$ cat config.mk
export PLATFORM = sky130hd
export DESIGN_NAME = sequence_gen11011
export DESIGN_NICKNAME = d
export VERILOG_FILES = /design/src/rtl/seqgen_pkg.sv /design/src/rtl/sequence_gen11011.sv
export SDC_FILE = /design/constraint.sdc
export NUM_CORES = 1
export LEC_CHECK = 0
export ABC_CLOCK_PERIOD_IN_PS = 2100
export BUFFER_PORTS_ARGS = -buffer_cell sky130_fd_sc_hd__buf_2
export CAP_MARGIN = 20
export CORE_ASPECT_RATIO = 0.8
export CORE_MARGIN = 2
export CORE_UTILIZATION = 56
export CTS_CLUSTER_SIZE = 12
export DETAILED_ROUTE_END_ITERATION = 7
export PLACE_DENSITY = 0.83
export SLEW_MARGIN = 20
export SYNTH_ARGS = -nofsm -noshare
export SYNTH_HDL_FRONTEND = slang
export SYNTH_SLANG_ARGS = --single-unit
$ cat constraint.sdc
create_clock -name clk -period 2.1 [get_ports clk]
set_input_delay 0.42 -clock clk [delete_from_list [all_inputs] [get_ports clk]]
set_output_delay 0.42 -clock clk [all_outputs]
set_load 0.02 [all_outputs]
$ cat src/rtl/seqgen_pkg.sv
// Shared definitions for the serial pattern transmitter.
package seqgen_pkg;

    typedef enum logic [1:0] {
        StIdle = 2'b00,
        StSend = 2'b01,
        StGap  = 2'b10,
        StDone = 2'b11
    } state_e;

    localparam int unsigned   DefPatW    = 5;
    localparam logic [4:0]    DefPattern = 5'b11011;
    localparam int unsigned   DefGapLen  = 2;
    localparam int unsigned   GapW       = 4;
    localparam int unsigned   RepsW      = 4;

endpackage

$ cat src/rtl/sequence_gen11011.sv
// Serial pattern transmitter: shifts PATTERN out MSB first, optionally repeated
// with an idle gap between passes; reports busy and a one-cycle done pulse.
module sequence_gen11011
    import seqgen_pkg::*;
#(
    parameter int unsigned      PAT_W   = DefPatW,
    parameter logic [PAT_W-1:0] PATTERN = PAT_W'(DefPattern),
    parameter int unsigned      GAP_LEN = DefGapLen
) (
    input  logic             clk,
    input  logic             rst,
    input  logic             start,
    input  logic [RepsW-1:0] reps,
    input  logic             abort,
    output logic             out,
    output logic             out_valid,
    output logic             busy,
    output logic             done
);

    localparam int unsigned     IdxW    = (PAT_W > 1) ? $clog2(PAT_W) : 1;
    localparam logic [IdxW-1:0] IdxTop  = IdxW'(PAT_W - 1);
    localparam logic [GapW-1:0] GapLoad = (GAP_LEN == 0) ? '0 : GapW'(GAP_LEN - 1);

    state_e            state_q, state_d;
    logic [IdxW-1:0]   idx_q, idx_d;
    logic [RepsW-1:0]  pass_left_q, pass_left_d;
    logic [GapW-1:0]   gap_cnt_q, gap_cnt_d;
    logic              out_q, out_d;
    logic              out_valid_q, out_valid_d;
    logic              busy_q, busy_d;
    logic              done_q, done_d;

    always_comb begin
        state_d     = state_q;
        idx_d       = idx_q;
        pass_left_d = pass_left_q;
        gap_cnt_d   = gap_cnt_q;

        case (state_q)
            StIdle: begin
                if (start) begin
                    pass_left_d = reps;
                    idx_d       = IdxTop;
                    state_d     = StSend;
                end
            end
            StSend: begin
                if (abort) begin
                    state_d = StIdle;
                end else if (idx_q != '0) begin
                    idx_d = idx_q - IdxW'(1);
                end else if (pass_left_q != '0) begin
                    pass_left_d = pass_left_q - RepsW'(1);
                    idx_d       = IdxTop;
                    if (GAP_LEN == 0) begin
                        state_d = StSend;
                    end else begin
                        state_d   = StGap;
                        gap_cnt_d = GapLoad;
                    end
                end else begin
                    state_d = StDone;
                end
            end
            StGap: begin
                if (abort) begin
                    state_d = StIdle;
                end else if (gap_cnt_q == '0) begin
                    state_d = StSend;
                end else begin
                    gap_cnt_d = gap_cnt_q - GapW'(1);
                end
            end
            StDone: begin
                state_d = StIdle;
            end
            default: begin
                state_d = StIdle;
            end
        endcase

        // Outputs are decoded from the next state so they leave the flops aligned with it.
        out_valid_d = (state_d == StSend);
        out_d       = out_valid_d ? PATTERN[idx_d] : 1'b0;
        busy_d      = (state_d != StIdle);
        done_d      = (state_d == StDone);
    end

    always_ff @(posedge clk or posedge rst) begin
        if (rst) begin
            state_q     <= StIdle;
            idx_q       <= '0;
            pass_left_q <= '0;
            gap_cnt_q   <= '0;
            out_q       <= 1'b0;
            out_valid_q <= 1'b0;
            busy_q      <= 1'b0;
            done_q      <= 1'b0;
        end else begin
            state_q     <= state_d;
            idx_q       <= idx_d;
            pass_left_q <= pass_left_d;
            gap_cnt_q   <= gap_cnt_d;
            out_q       <= out_d;
            out_valid_q <= out_valid_d;
            busy_q      <= busy_d;
            done_q      <= done_d;
        end
    end

    assign out       = out_q;
    assign out_valid = out_valid_q;
    assign busy      = busy_q;
    assign done      = done_q;

endmodule

Word-level counts from Yosys, hierarchy flattened
Memories as Yosys holds them, arrays and structs flattened.
Cells that the tools add are included.
{"block": "classes", "n_lt_le_gt_ge": 1, "n_addsub": 3, "n_mux": 25, "eq_ne": 11, "bitwise": 0, "shifts": 0, "div_mod_pow": 0, "mul": 0, "n_reduce_logical": 9}
{"operator": "4-bit 2-to-1 mux", "n": 9}
{"operator": "4-bit one-hot mux with 2 select lines", "n": 2}
{"operator": "3-bit 2-to-1 mux", "n": 4}
{"operator": "2-bit inequality test (second input constant)", "n": 6}
{"operator": "2-bit 2-to-1 mux", "n": 5}
{"operator": "2-bit one-hot mux with 4 select lines", "n": 1}
{"operator": "4-bit by 1-bit subtractor with 4-bit output (second input constant)", "n": 2}
{"operator": "2-bit equality test (second input constant)", "n": 3}
{"operator": "3-bit one-hot mux with 2 select lines", "n": 1}
{"operator": "6-bit AND reduction", "n": 1}
{"operator": "2-bit nonzero test", "n": 3}
{"operator": "5-bit AND reduction", "n": 1}
{"operator": "2-bit by 1-bit equality test with 1-bit output (second input constant)", "n": 2}
{"operator": "4-bit zero test", "n": 1}
{"operator": "3-bit by 4-bit < comparator with 1-bit output (second input constant)", "n": 1}
{"operator": "4-bit nonzero test", "n": 1}
{"operator": "1-bit 2-to-1 mux", "n": 3}
{"operator": "3-bit nonzero test", "n": 1}
{"operator": "3-bit by 1-bit subtractor with 3-bit output (second input constant)", "n": 1}
{"operator": "2-bit zero test", "n": 1}
{"block": "totals", "latchBits": 0, "regBits": 17, "n_memories": 1, "ram_bits": 0, "word_cells": 58, "mem_bits_ro": 8, "inputBits": 8}
{"name": "(name not given)", "words": 8, "width": 1, "rd": 1, "rd_ports_with_merged_regs": 0, "write_ports": 0, "line_no": "sequence_gen11011.sv:85", "text": "out_d = out_valid_d ? PATTERN[idx_d] : 1'b0;"}

Logic depth before layout (Yosys ltp)
Gate-level depths: netlist of the first run.
{"block": "logic_depth", "word_depth": 8, "ltp_mapped": 7}

Worst setup path after synthesis of the first run
Ideal clock, no wire load.
{"block": "synth_timing", "kind": "register to register", "start": "register idx_q[0]", "end": "register out_q, in the netlist out", "setup_ns": 0.087, "n_path_buf": 0, "arrival_time_ns": 1.590, "path_stages_with_launch": 7, "setup_slack_ns": 0.423, "t_required_ns": 2.013, "path_cell_list": "dfrtp_1 -> inv_1 -> ha_1 -> nor2b_1 -> a221o_1 -> a32o_1 -> a211oi_2"}
{"block": "synth_between", "elab_chain_cells": 7, "word_cells_on_any_way": 14}
{"element": "start: declaration", "line_no": "sequence_gen11011.sv:26", "text": "logic [IdxW-1:0] idx_q, idx_d;"}
{"element": "start signal: assignment", "line_no": "sequence_gen11011.sv:102", "text": "idx_q <= idx_d;"}
{"element": "3-bit by 1-bit subtractor with 3-bit output (tied with other cells)", "line_no": "sequence_gen11011.sv:52", "text": "idx_d = idx_q - IdxW'(1);"}
{"element": "3-bit 2-to-1 mux", "line_no": "sequence_gen11011.sv:51", "text": "end else if (idx_q != '0) begin"}
{"element": "3-bit 2-to-1 mux", "line_no": "sequence_gen11011.sv:49", "text": "if (abort) begin"}
{"element": "3-bit one-hot mux with 2 select lines", "line_no": "sequence_gen11011.sv:40", "text": "case (state_q)"}
{"element": "memory read 8 x 1 bit"}
{"element": "1-bit 2-to-1 mux (not written as such)", "line_no": "sequence_gen11011.sv:85"}
{"element": "1-bit 2-to-1 mux (*)", "line_no": "sequence_gen11011.sv:85"}
{"element": "named net out_d", "line_no": "sequence_gen11011.sv:29", "text": "logic out_q, out_d;"}
{"element": "end signal: assignment", "line_no": "sequence_gen11011.sv:105", "text": "out_q <= out_d;"}
{"element": "end: declaration", "line_no": "sequence_gen11011.sv:29"}
Mark *: on every way through the listed nets, which the timed path passes. The rest lies on a longest branch. The select of a mux whose other input is x is not followed.
A chain may end at the register's enable or synchronous reset.

Worst setup path in the final report of the first run
{"block": "layout_timing", "start": "register idx_q[0]", "end": "register busy_q, in the netlist busy"}
{"block": "layout_between", "elab_chain_cells": 5}
{"element": "3-bit nonzero test", "line_no": "sequence_gen11011.sv:51"}
{"element": "2-bit 2-to-1 mux", "line_no": "sequence_gen11011.sv:51"}
{"element": "2-bit 2-to-1 mux", "line_no": "sequence_gen11011.sv:49"}
{"element": "2-bit one-hot mux with 4 select lines", "line_no": "sequence_gen11011.sv:40"}
{"element": "2-bit nonzero test", "line_no": "sequence_gen11011.sv:86", "text": "busy_d = (state_d != StIdle);"}
{"element": "named net busy_d", "line_no": "sequence_gen11011.sv:31", "text": "logic busy_q, busy_d;"}
{"element": "end signal: assignment", "line_no": "sequence_gen11011.sv:107", "text": "busy_q <= busy_d;"}
{"element": "end: declaration", "line_no": "sequence_gen11011.sv:31"}
The timed path passes the listed nets, and every way through them passes these cells.

==> results of run 1 <==
per-layer routing:
metal	wire (um)	track usage
met2	823	0.319
met3	61	0.0679
met5	0	0
met1	952	0.277
met4	21	0.0632
through the flow:
stage | cells | power [mW] | utilization | worst slack, ns | hold slack (ns)
after global routing | 142 | 1.55 | 0.672 | 0.0630 | 0.273
after CTS | 142 | 1.40 | 0.665 | 0.180 | 0.208
final | 142 | 1.41 | 0.672 | 0.276 | 0.193
after floorplan | 110 | 1.11 | - | 0.423 | 0.346
after global placement | 138 | 1.19 | 0.649 | 0.224 | 0.474
after detailed placement | 138 | 1.23 | 0.649 | 0.189 | 0.496
cell type report:
| class | instances | area share |
|---|---|---|
| inverter | 14 | 0.0467 |
| tap | 22 | 0.0244 |
| multi-input combinational | 74 | 0.478 |
| clock buffer | 3 | 0.0200 |
| sequential | 17 | 0.378 |
| timing repair buffer | 11 | 0.0489 |
| clock inverter | 1 | 0.00444 |
registers in the layout, summed over array words and instances (netlist names):
| register | flops |
|---|---|
| out | 1 |
| idx_q | 3 |
| state_q | 2 |
| out_valid | 1 |
| done | 1 |
| busy | 1 |
| gap_cnt_q | 4 |
| pass_left_q | 4 |
placed cells by master, fill, tap and decap left out, drive strengths merged, types with 2 or more instances in the layout:
cell type / n
ha: 5
nor4bb: 2
a21o: 2
nor3: 2
inv: 14
nor2: 12
nor4: 2
o22a: 2
nor2b: 3
o21ai: 5
nand2b: 4
a211oi: 2
or3: 3
nand3: 3
o22ai: 3
buf: 11
mux2i: 2
clkbuf: 3
nor3b: 2
a21oi: 4
dfrtp: 17
nand2: 3
final timing paths:
kind / from / endpoint / slack [ns] / cells after the start
min reg2reg: gap_cnt_q[1] / gap_cnt_q[1] / 0.52 / 1
min in group clk: reps[3] / pass_left_q[3] / 0.42 / 3
max reg2reg: idx_q[0] / busy / 0.28 / 6
max in group asynchronous: rst / pass_left_q[0] / 1.49 / 2
min: rst / idx_q[0] / 0.19 / 2
max: idx_q[0] / busy / 0.28 / 6
cells by family after synthesis:
logic type                 after synthesis
muxes                                    2
DFF                                     17
AOI/OAI and AO/OA                       28
buffers and inverters                   19
adders and majority gates                5
and+or+nand+nor                         39
critical path, cell delays in order, from the launching register on:
cell,delay [ns]
dfrtp_1,0.40
inv_1,0.11
ha_1,0.24
nor2b_1,0.32
nand2_1,0.14
a221oi_4,0.35
o21ai_0,0.13
power by group through the flow:
stage	logic (mW)	clock network, mW	registers (mW)
6_report	0.665	0.175	0.573
3_3_place_gp	0.627	0	0.568
5_1_grt	0.758	0.196	0.593
4_1_cts	0.654	0.181	0.570
2_1_floorplan	0.532	0	0.577
3_5_place_dp	0.650	0	0.577
repair_timing:
action                                  CTS  global route
endpoints found under the setup margin    0             1
hold endpoints to repair                  0             0
gates resized for setup                   0             1
hold buffers                              0             0
==> summary.txt, run 1 <==
Seq pwr share -> 0.405
CTS Sinks -> 17
top_reg_cell synth -> dfrtp_1
post-CTS setup buffer count -> 0
top cell type's share of synthesized area -> 0.413
RD Place Congestion -> 0.807
Die Width -> 52.0 um
Synth Register Bits -> 17
Register Area -> 425 sq um
synth warn -> 0
clk_lat worst skew -> 0.29 ns
ANT cells -> 0
Int Power -> 825 uW
Max Clk Rate -> 0.548 GHz
Area after DPL -> 0.00109 sq mm
CTS buffer count -> 3
cells after synthesis -> 110
Worst Hold Class -> input port to asynchronous set/reset pin
Worst Skew -> 0.00541 ns
vias -> 796
Detailed Route Iter0 Violations -> 19
IO buf count -> 11
WS Path Type -> flop to flop
post-DP HPWL -> 1410 um
count leader, synth -> dfrtp_1
Yosys cell types -> 37
Post-Syn Area -> 0.00103 sq mm
CORE AREA -> 0.00168 sq mm
Max Cap Violations -> 0
sequential area share after synthesis -> 0.413
initial cell density of the core -> 0.615
Synth Area in Adders -> 0.0607
post-route ant nets -> 0
GRT Total Usage -> 0.208
Placement Rows -> 13
Die H -> 42.4 um
WP data arrival -> 1.99 ns
clk buf depth -> 2
Syn Nets -> 123
multi-input logic area -> 538 sq um
CTS root buffer -> clkbuf_4
clock slew at reported path FFs -> 0.10 ns
largest fanout on the critical path -> 5
largest net degree at the start of global routing -> 18
Design Area, Final -> 0.00113 sq mm
largest family of logic cells by synthesized area -> simple AND/OR/NAND/NOR gates
1st-pass router iterations -> 4
CTS tree -> yes
Startpoint Class -> flop
DIE AREA -> 0.00220 sq mm
Final Setup Violations -> 0
post-synthesis compound-gate area fraction -> 0.206
Final period util -> 0.868
mean routed wirelength per cell -> 13.1 um
Slew headroom -> 0.573
RSZ-0062 raised after global routing -> no
worst-margin pin slew -> 0.640 ns
asr flop ratio synth -> 1.00
antenna violations before repair -> 0
mux cell area share after synthesis -> 0.0194
WL final -> 1860 um
Avg Inst Size Synth -> 9.37 sq um
first-pass GRT wire length -> 3310 um
Leakage -> 0.525 nW
synthesis-to-layout area growth -> 9.22%
Synth Area in Simple Gates -> 0.225
Area contributors post-synth -> dfrtp_1 41%, ha_1 6.1%, inv_1 5.1%, nor2_1 4.4%, nor3b_2 2.4%
Synth Area in XOR/XNOR -> 0
Peak supply drop -> 614 uV
Clock Power Share -> 0.124
total gr overflow -> 0
via-per-instance ratio -> 5.61
Setup crit end kind -> flop
share of layout cells above drive strength 1 -> 0.175
EDFF count, synth -> 0
Net Sw Frac -> 0.416
Required @ worst endpoint -> 2.27 ns
outcome -> complete, no violations
post-synth top area cell -> dfrtp_1
final setup TNS -> 0 ns
combinational cell fraction of total power -> 0.471
Synth top cells by count -> 17 x dfrtp_1, 14 x inv_1, 12 x nor2_1
Cell Pwr Density -> 1250 mW/mm^2
max-slew violation count -> 0
IO Pins -> 12
Switching Power -> 587 uW
DR DRC count -> 0
vias in the first global route -> 733
count of nets after finishing -> 134
final count of hold timing violations -> 0
# fillers -> 132
minimum clock period -> 1.82 ns
CTS H-Tree Depth -> 1
Note: power is estimated with default switching activity, not from simulation.
==> inputs of run 2 (changes only) <==
--- a/config.mk
+++ b/config.mk
@@ -10,10 +10,10 @@
 export CAP_MARGIN = 20
 export CORE_ASPECT_RATIO = 0.8
 export CORE_MARGIN = 2
-export CORE_UTILIZATION = 56
+export CORE_UTILIZATION = 55
 export CTS_CLUSTER_SIZE = 12
 export DETAILED_ROUTE_END_ITERATION = 7
-export PLACE_DENSITY = 0.83
+export PLACE_DENSITY = 0.82
 export SLEW_MARGIN = 20
 export SYNTH_ARGS = -nofsm -noshare
 export SYNTH_HDL_FRONTEND = slang
==> run 2 against run 1 <==
Clock-buffer cell count unchanged; total power down 0.37%; clock skew grew 0.00061 ns; sequential share of layout area increased by 0.30 points; wire length grew 2.2%; combinational power decreased by 2%.
==> summary.txt, run 2 (synthesis gave the netlist of run 1 again) <==
IO Pins -> 12 (unchanged)
CTS root buffer -> clkbuf_4
DR DRC count -> 0 (unchanged)
first-pass GRT wire length -> 3370 um (+1.9%)
largest fanout on the critical path -> 5 (unchanged)
worst-margin pin slew -> 0.655 ns (+0.0147 ns)
Cell Pwr Density -> 1260 mW/mm^2 (+0.41%)
Max Cap Violations -> 0 (unchanged)
clk buf depth -> 2 (unchanged)
largest net degree at the start of global routing -> 18 (unchanged)
WP data arrival -> 2.01 ns (+0.02 ns)
Max Clk Rate -> 0.545 GHz (-0.57%)
RD Place Congestion -> 0.864 (+7.1%)
Worst Hold Class -> input port to asynchronous set/reset pin
RSZ-0062 raised after global routing -> no
final setup TNS -> 0 ns (unchanged)
GR met1 Demand/Resource -> 0.272 (-0.00520)
vias -> 815 (+2.4%)
antenna violations before repair -> 0 (unchanged)
clk_lat worst skew -> 0.30 ns (about the same)
Peak supply drop -> 713 uV (+16%)
CTS Sinks -> 17 (unchanged)
post-DP HPWL -> 1440 um (+2.1%)
CTS H-Tree Depth -> 1 (unchanged)
most frequent cells in the layout -> 17 x dfrtp_1, 14 x inv_1, 12 x nor2_1, 11 x buf_2
minimum clock period -> 1.83 ns (+0.0104 ns)
post-CTS setup buffer count -> 0 (unchanged)
Leakage -> 0.526 nW (+0.23%)
Die H -> 42.7 um (+0.81%)
outcome -> complete, no violations
final count of hold timing violations -> 0 (unchanged)
CTS buffer count -> 3 (unchanged)
mean routed wirelength per cell -> 13.4 um (+2.2%)
Required @ worst endpoint -> 2.27 ns (about the same)
Area after DPL -> 0.00109 sq mm (unchanged)
via-per-instance ratio -> 5.74 (+2.4%)
Placed Cells incl. Taps -> 138 (unchanged)
Global Route met2 Usage -> 0.323 (+0.00351)
Final Setup Violations -> 0 (unchanged)
global routing usage on met3 -> 0.0634 (-0.00448)
most common cell after layout, fill and taps aside -> dfrtp_1
post-route ant nets -> 0 (unchanged)
WL final -> 1900 um (+2.2%)
Die Width -> 52.4 um (+0.84%)
Final period util -> 0.873 (+0.00496)
Detailed Route Iter0 Violations -> 9 (-10)
clock slew at reported path FFs -> 0.11 ns (about the same)
hold buffers post-CTS -> 0 (unchanged)
ANT cells -> 0 (unchanged)
WS Path Type -> flop to flop
share of layout cells above drive strength 1 -> 0.183 (+0.00833)
Startpoint Class -> flop
CTS tree -> yes
synthesis-to-layout area growth -> 8.37%
IO buf count -> 11 (unchanged)
total gr overflow -> 0 (unchanged)
count of nets after finishing -> 134 (unchanged)
max-slew violation count -> 0 (unchanged)
DIE AREA -> 0.00224 sq mm (+1.7%)
GRT busiest layer -> met2
Slew headroom -> 0.563 (-0.00979)
Layout Cells excl Fill -> 142 (unchanged)
GRT Total Usage -> 0.205 (-0.00230)
Setup crit end kind -> flop
# fillers -> 146 (+11%)
Worst Skew -> 0.00602 ns (+0.000612 ns)
vias in the first global route -> 778 (+6.1%)
initial cell density of the core -> 0.609 (-0.00592)
Placement Rows -> 13 (unchanged)
CORE AREA -> 0.00169 sq mm (+0.97%)
1st-pass router iterations -> 4 (unchanged)
Design Area, Final -> 0.00112 sq mm (-0.78%)
largest registers -> gap_cnt_q x4, pass_left_q x4, idx_q x3
-- run 2: cell counts in the layout (fill, tap and decap cells not counted) --
Identical to the previous run, type by type.
-- run 2: final cells by class --
class,count,area [sq um],area share
Multi-Input combinational cell,74,529,0.474
Clock buffer,3,22.5,0.0202
Tap cell,22,27.5,0.0246
Timing Repair Buffer,11,55.1,0.0493
Inverter,14,52.6,0.0470
Sequential cell,17,425,0.381
Clock inverter,1,5.00,0.00448
-- run 2: worst paths after layout --
| path | from | endpoint | slack [ns] | depth (start not counted) |
|---|---|---|---|---|
| worst max-delay path | idx_q[0] | busy | 0.27 | 6 |
| worst min-delay path | rst | out | 0.19 | 2 |
| worst max register to register | idx_q[0] | busy | 0.27 | 6 |
| worst min register to register | gap_cnt_q[1] | gap_cnt_q[1] | 0.51 | 1 |
| max in group asynchronous | rst | gap_cnt_q[2] | 1.49 | 2 |
| min in group clk | reps[3] | pass_left_q[3] | 0.40 | 3 |
-- run 2: stage by stage --
stage / total power, mW / utilization / setup slack, ns / hold WS [ns]
after CTS: 1.41 / 0.659 / 0.183 / 0.210
final: 1.41 / 0.661 / 0.266 / 0.187
after global placement: 1.20 / 0.643 / 0.228 / 0.479
after global routing: 1.53 / 0.661 / 0.0780 / 0.232
after floorplan: 1.11 / - / 0.423 / 0.346
after detailed placement: 1.23 / 0.643 / 0.204 / 0.486
-- run 2: metal layers --
| metal | up-vias | routed length, um |
|---|---|---|
| met5 | - | 0 |
| met1 | 381 | 920 |
| li1 | 409 | - |
| met4 | 0 | 27 |
| met3 | 5 | 83 |
| met2 | 20 | 868 |
-- run 2: worst max-delay path, cell delays in order, from the launching register on --
cell and delay [ns]:
dfrtp_1 0.41, inv_1 0.11, ha_1 0.23, nor2b_2 0.27
nand2_1 0.10, a221oi_2 0.43, o21ai_0 0.15
-- run 2: where the power goes --
| group | leakage (nW) | switching, mW | internal (mW) |
|---|---|---|---|
| clock | 0.0177 | 0.111 | 0.0711 |
| combinational | 0.301 | 0.362 | 0.292 |
| sequential | 0.207 | 0.114 | 0.457 |
-- run 2: timing repair --
action	in CTS	in global routing
setup endpoints to repair	0	1
resized for setup	0	1
endpoints found under the hold margin	0	0
==> inputs of run 3 (changes only) <==
--- a/config.mk
+++ b/config.mk
@@ -8,12 +8,14 @@
 export ABC_CLOCK_PERIOD_IN_PS = 2100
 export BUFFER_PORTS_ARGS = -buffer_cell sky130_fd_sc_hd__buf_2
 export CAP_MARGIN = 20
+export CELL_PAD_IN_SITES_DETAIL_PLACEMENT = 1
+export CELL_PAD_IN_SITES_GLOBAL_PLACEMENT = 1
 export CORE_ASPECT_RATIO = 0.8
 export CORE_MARGIN = 2
-export CORE_UTILIZATION = 55
+export CORE_UTILIZATION = 43
 export CTS_CLUSTER_SIZE = 12
 export DETAILED_ROUTE_END_ITERATION = 7
-export PLACE_DENSITY = 0.82
+export PLACE_DENSITY = 0.83
 export SLEW_MARGIN = 20
 export SYNTH_ARGS = -nofsm -noshare
 export SYNTH_HDL_FRONTEND = slang
==> run 3 against run 2 <==
Worst setup slack worse by 0.019 ns; via count is 4.3% higher; sequential power hardly changed; clock-buffer cell count is 1 higher; clock skew hardly changed; clock power hardly changed; critical path depth stayed put; non-clock buffer count stayed put; core utilization is 15 points lower; maximum frequency is 1.0% lower; sequential cell count stayed put.
==> summary.txt, run 3 (synthesis gave the netlist of run 1 again) <==
synthesis-to-layout area growth -> 9.71%
clk_lat worst skew -> 0.29 ns (about the same)
GRT Total Usage -> 0.172 (-0.0331)
Worst Hold Class -> input port to asynchronous set/reset pin
Clock Power Share -> 0.125 (-0.004)
Worst Skew -> 0.00581 ns (-0.000213 ns)
Max Cap Violations -> 0 (unchanged)
Slew headroom -> 0.547 (-0.0155)
CTS buffer count -> 3 (unchanged)
total gr overflow -> 0 (unchanged)
Max Clk Rate -> 0.540 GHz (-1.0%)
Slowest cell on crit path -> dfrtp_1
vias -> 850 (+4.3%)
CP top delay family -> simple AND/OR/NAND/NOR gates
Setup crit end kind -> flop
Required @ worst endpoint -> 2.28 ns (about the same)
largest net degree at the start of global routing -> 18 (unchanged)
cell chain of the critical path -> inv_1, ha_1, or3b_1, a41oi_1, nor2_1, mux2i_1
Detailed Route Iter0 Violations -> 13 (+4)
IO buf count -> 11 (unchanged)
WP data arrival -> 2.04 ns (+0.03 ns)
CORE AREA -> 0.00221 sq mm (+31%)
IO Pins -> 12 (unchanged)
CTS H-Tree Depth -> 1 (unchanged)
ANT cells -> 0 (unchanged)
WL final -> 2210 um (+16%)
Switching Power -> 605 uW (+3.1%)
Area after DPL -> 0.00109 sq mm (+0.35%)
combinational cell fraction of total power -> 0.475 (+0.010)
max-slew violation count -> 0 (unchanged)
final setup TNS -> 0 ns (unchanged)
share of layout cells above drive strength 1 -> 0.175 (-0.00833)
via-per-instance ratio -> 5.86 (+2.1%)
mean routed wirelength per cell -> 15.2 um (+14%)
WS Path Type -> flop to flop
final count of hold timing violations -> 0 (unchanged)
Startpoint Class -> flop
CTS tree -> yes
vias in the first global route -> 784 (+0.77%)
CTS Sinks -> 17 (unchanged)
number of buffers and inverters on the critical path -> 1 (unchanged)
antenna violations before repair -> 0 (unchanged)
minimum clock period -> 1.85 ns (+0.0186 ns)
outcome -> complete, no violations
Final Setup Violations -> 0 (unchanged)
post-DP HPWL -> 1660 um (+15%)
post-route ant nets -> 0 (unchanged)
Net Sw Frac -> 0.422 (+0.00477)
RD Place Congestion -> 0.809 (-6.4%)
DIE AREA -> 0.00281 sq mm (+25%)
most common cell after layout, fill and taps aside -> dfrtp_1
Final period util -> 0.882 (+0.00884)
clk buf depth -> 2 (unchanged)
worst-margin pin slew -> 0.678 ns (+0.0232 ns)
first-pass GRT wire length -> 3590 um (+6.3%)
1st-pass router iterations -> 4 (unchanged)
largest fanout on the critical path -> 4 (-1)
count of nets after finishing -> 134 (unchanged)
largest registers -> gap_cnt_q x4, pass_left_q x4, idx_q x3
initial cell density of the core -> 0.466 (-0.144)
Int Power -> 829 uW (+1.1%)
Design Area, Final -> 0.00113 sq mm (+1.2%)
RSZ-0062 raised after global routing -> no
Placement Rows -> 15 (+2)
Cell Pwr Density -> 1270 mW/mm^2 (+0.66%)
Die H -> 47.8 um (+12%)
CTS root buffer -> clkbuf_4
DR DRC count -> 0 (unchanged)
Die Width -> 58.7 um (+12%)
Peak supply drop -> 623 uV (-13%)
Seq pwr share -> 0.400 (-0.006)
Final Core Density -> 0.511 (-0.150)
CP max stage delay -> 0.41 ns (-0.02 ns)
clock slew at reported path FFs -> 0.10 ns (about the same)
most frequent cells in the layout -> 17 x dfrtp_1, 14 x inv_1, 12 x nor2_1, 11 x buf_2
Leakage -> 0.523 nW (-0.59%)
==> run 3: cell count changes in the layout (fill, tap and decap cells not counted), sizes merged <==
cell | before | now
clkbuf | 3 | 4
clkinv | 1 | 0
==> run 3: worst register-to-register path: stages, from the launching register on <==
cell and delay, ns:
dfrtp_1 0.41, inv_1 0.11, ha_1 0.18, or3b_1 0.39, a41oi_1 0.39, nor2_1 0.13, mux2i_1 0.14
==> run 3: worst paths after layout <==
kind | start | endpoint | slack, ns | depth (start not counted)
max | pass_left_q[1] | pass_left_q[1] | 0.25 | 6
min | rst | pass_left_q[1] | 0.21 | 2
max reg2reg | pass_left_q[1] | pass_left_q[1] | 0.25 | 6
min reg2reg | gap_cnt_q[1] | gap_cnt_q[1] | 0.50 | 1
max in group asynchronous | rst | pass_left_q[3] | 1.45 | 2
min in group clk | reps[1] | pass_left_q[1] | 0.42 | 3
==> run 3: layout make-up <==
cell class / count / area (sq um)
flip-flops and latches: 17 / 425
repair buffers: 11 / 55.1
fillers: 266 / 1080
multi-input cells: 74 / 541
clock buffers: 4 / 26.3
well taps: 25 / 31.3
inverters: 14 / 52.6
==> run 3: what timing repair did <==
| action | 4_1_cts | 5_1_grt |
|---|---|---|
| hold buffers | 0 | 0 |
| resized for setup | 0 | 2 |
| endpoints found under the setup margin | 0 | 1 |
| buffers inserted | 0 | 0 |
==> run 3: routing by layer <==
| metal | up-vias | part of all wire | routed length, um | track usage |
|---|---|---|---|---|
| met5 | - | 0 | 0 | 0 |
| met4 | 0 | 0 | 0 | 0.0136 |
| met3 | 0 | 0.029 | 65 | 0.0541 |
| met2 | 11 | 0.48 | 1070 | 0.296 |
| met1 | 429 | 0.49 | 1080 | 0.227 |
| li1 | 410 | - | - | - |
==> run 3: through the flow <==
stage               instances  setup WS (ns)  hold slack [ns]  total power [mW]
finish                    145          0.247            0.213              1.43
global placement          141          0.178            0.474              1.21
global route              145          0.134            0.264              1.56
floorplan                 110          0.423            0.346              1.11
CTS                       145          0.104            0.230              1.43
detailed placement        141          0.132            0.475              1.24
==> run 3: power by group through the flow <==
stage	sequential, mW	clock, mW	combinational (mW)
6_report	0.574	0.179	0.681
5_1_grt	0.597	0.194	0.770
4_1_cts	0.572	0.185	0.672
3_5_place_dp	0.578	0	0.666
3_3_place_gp	0.571	0	0.640
2_1_floorplan	0.577	0	0.532
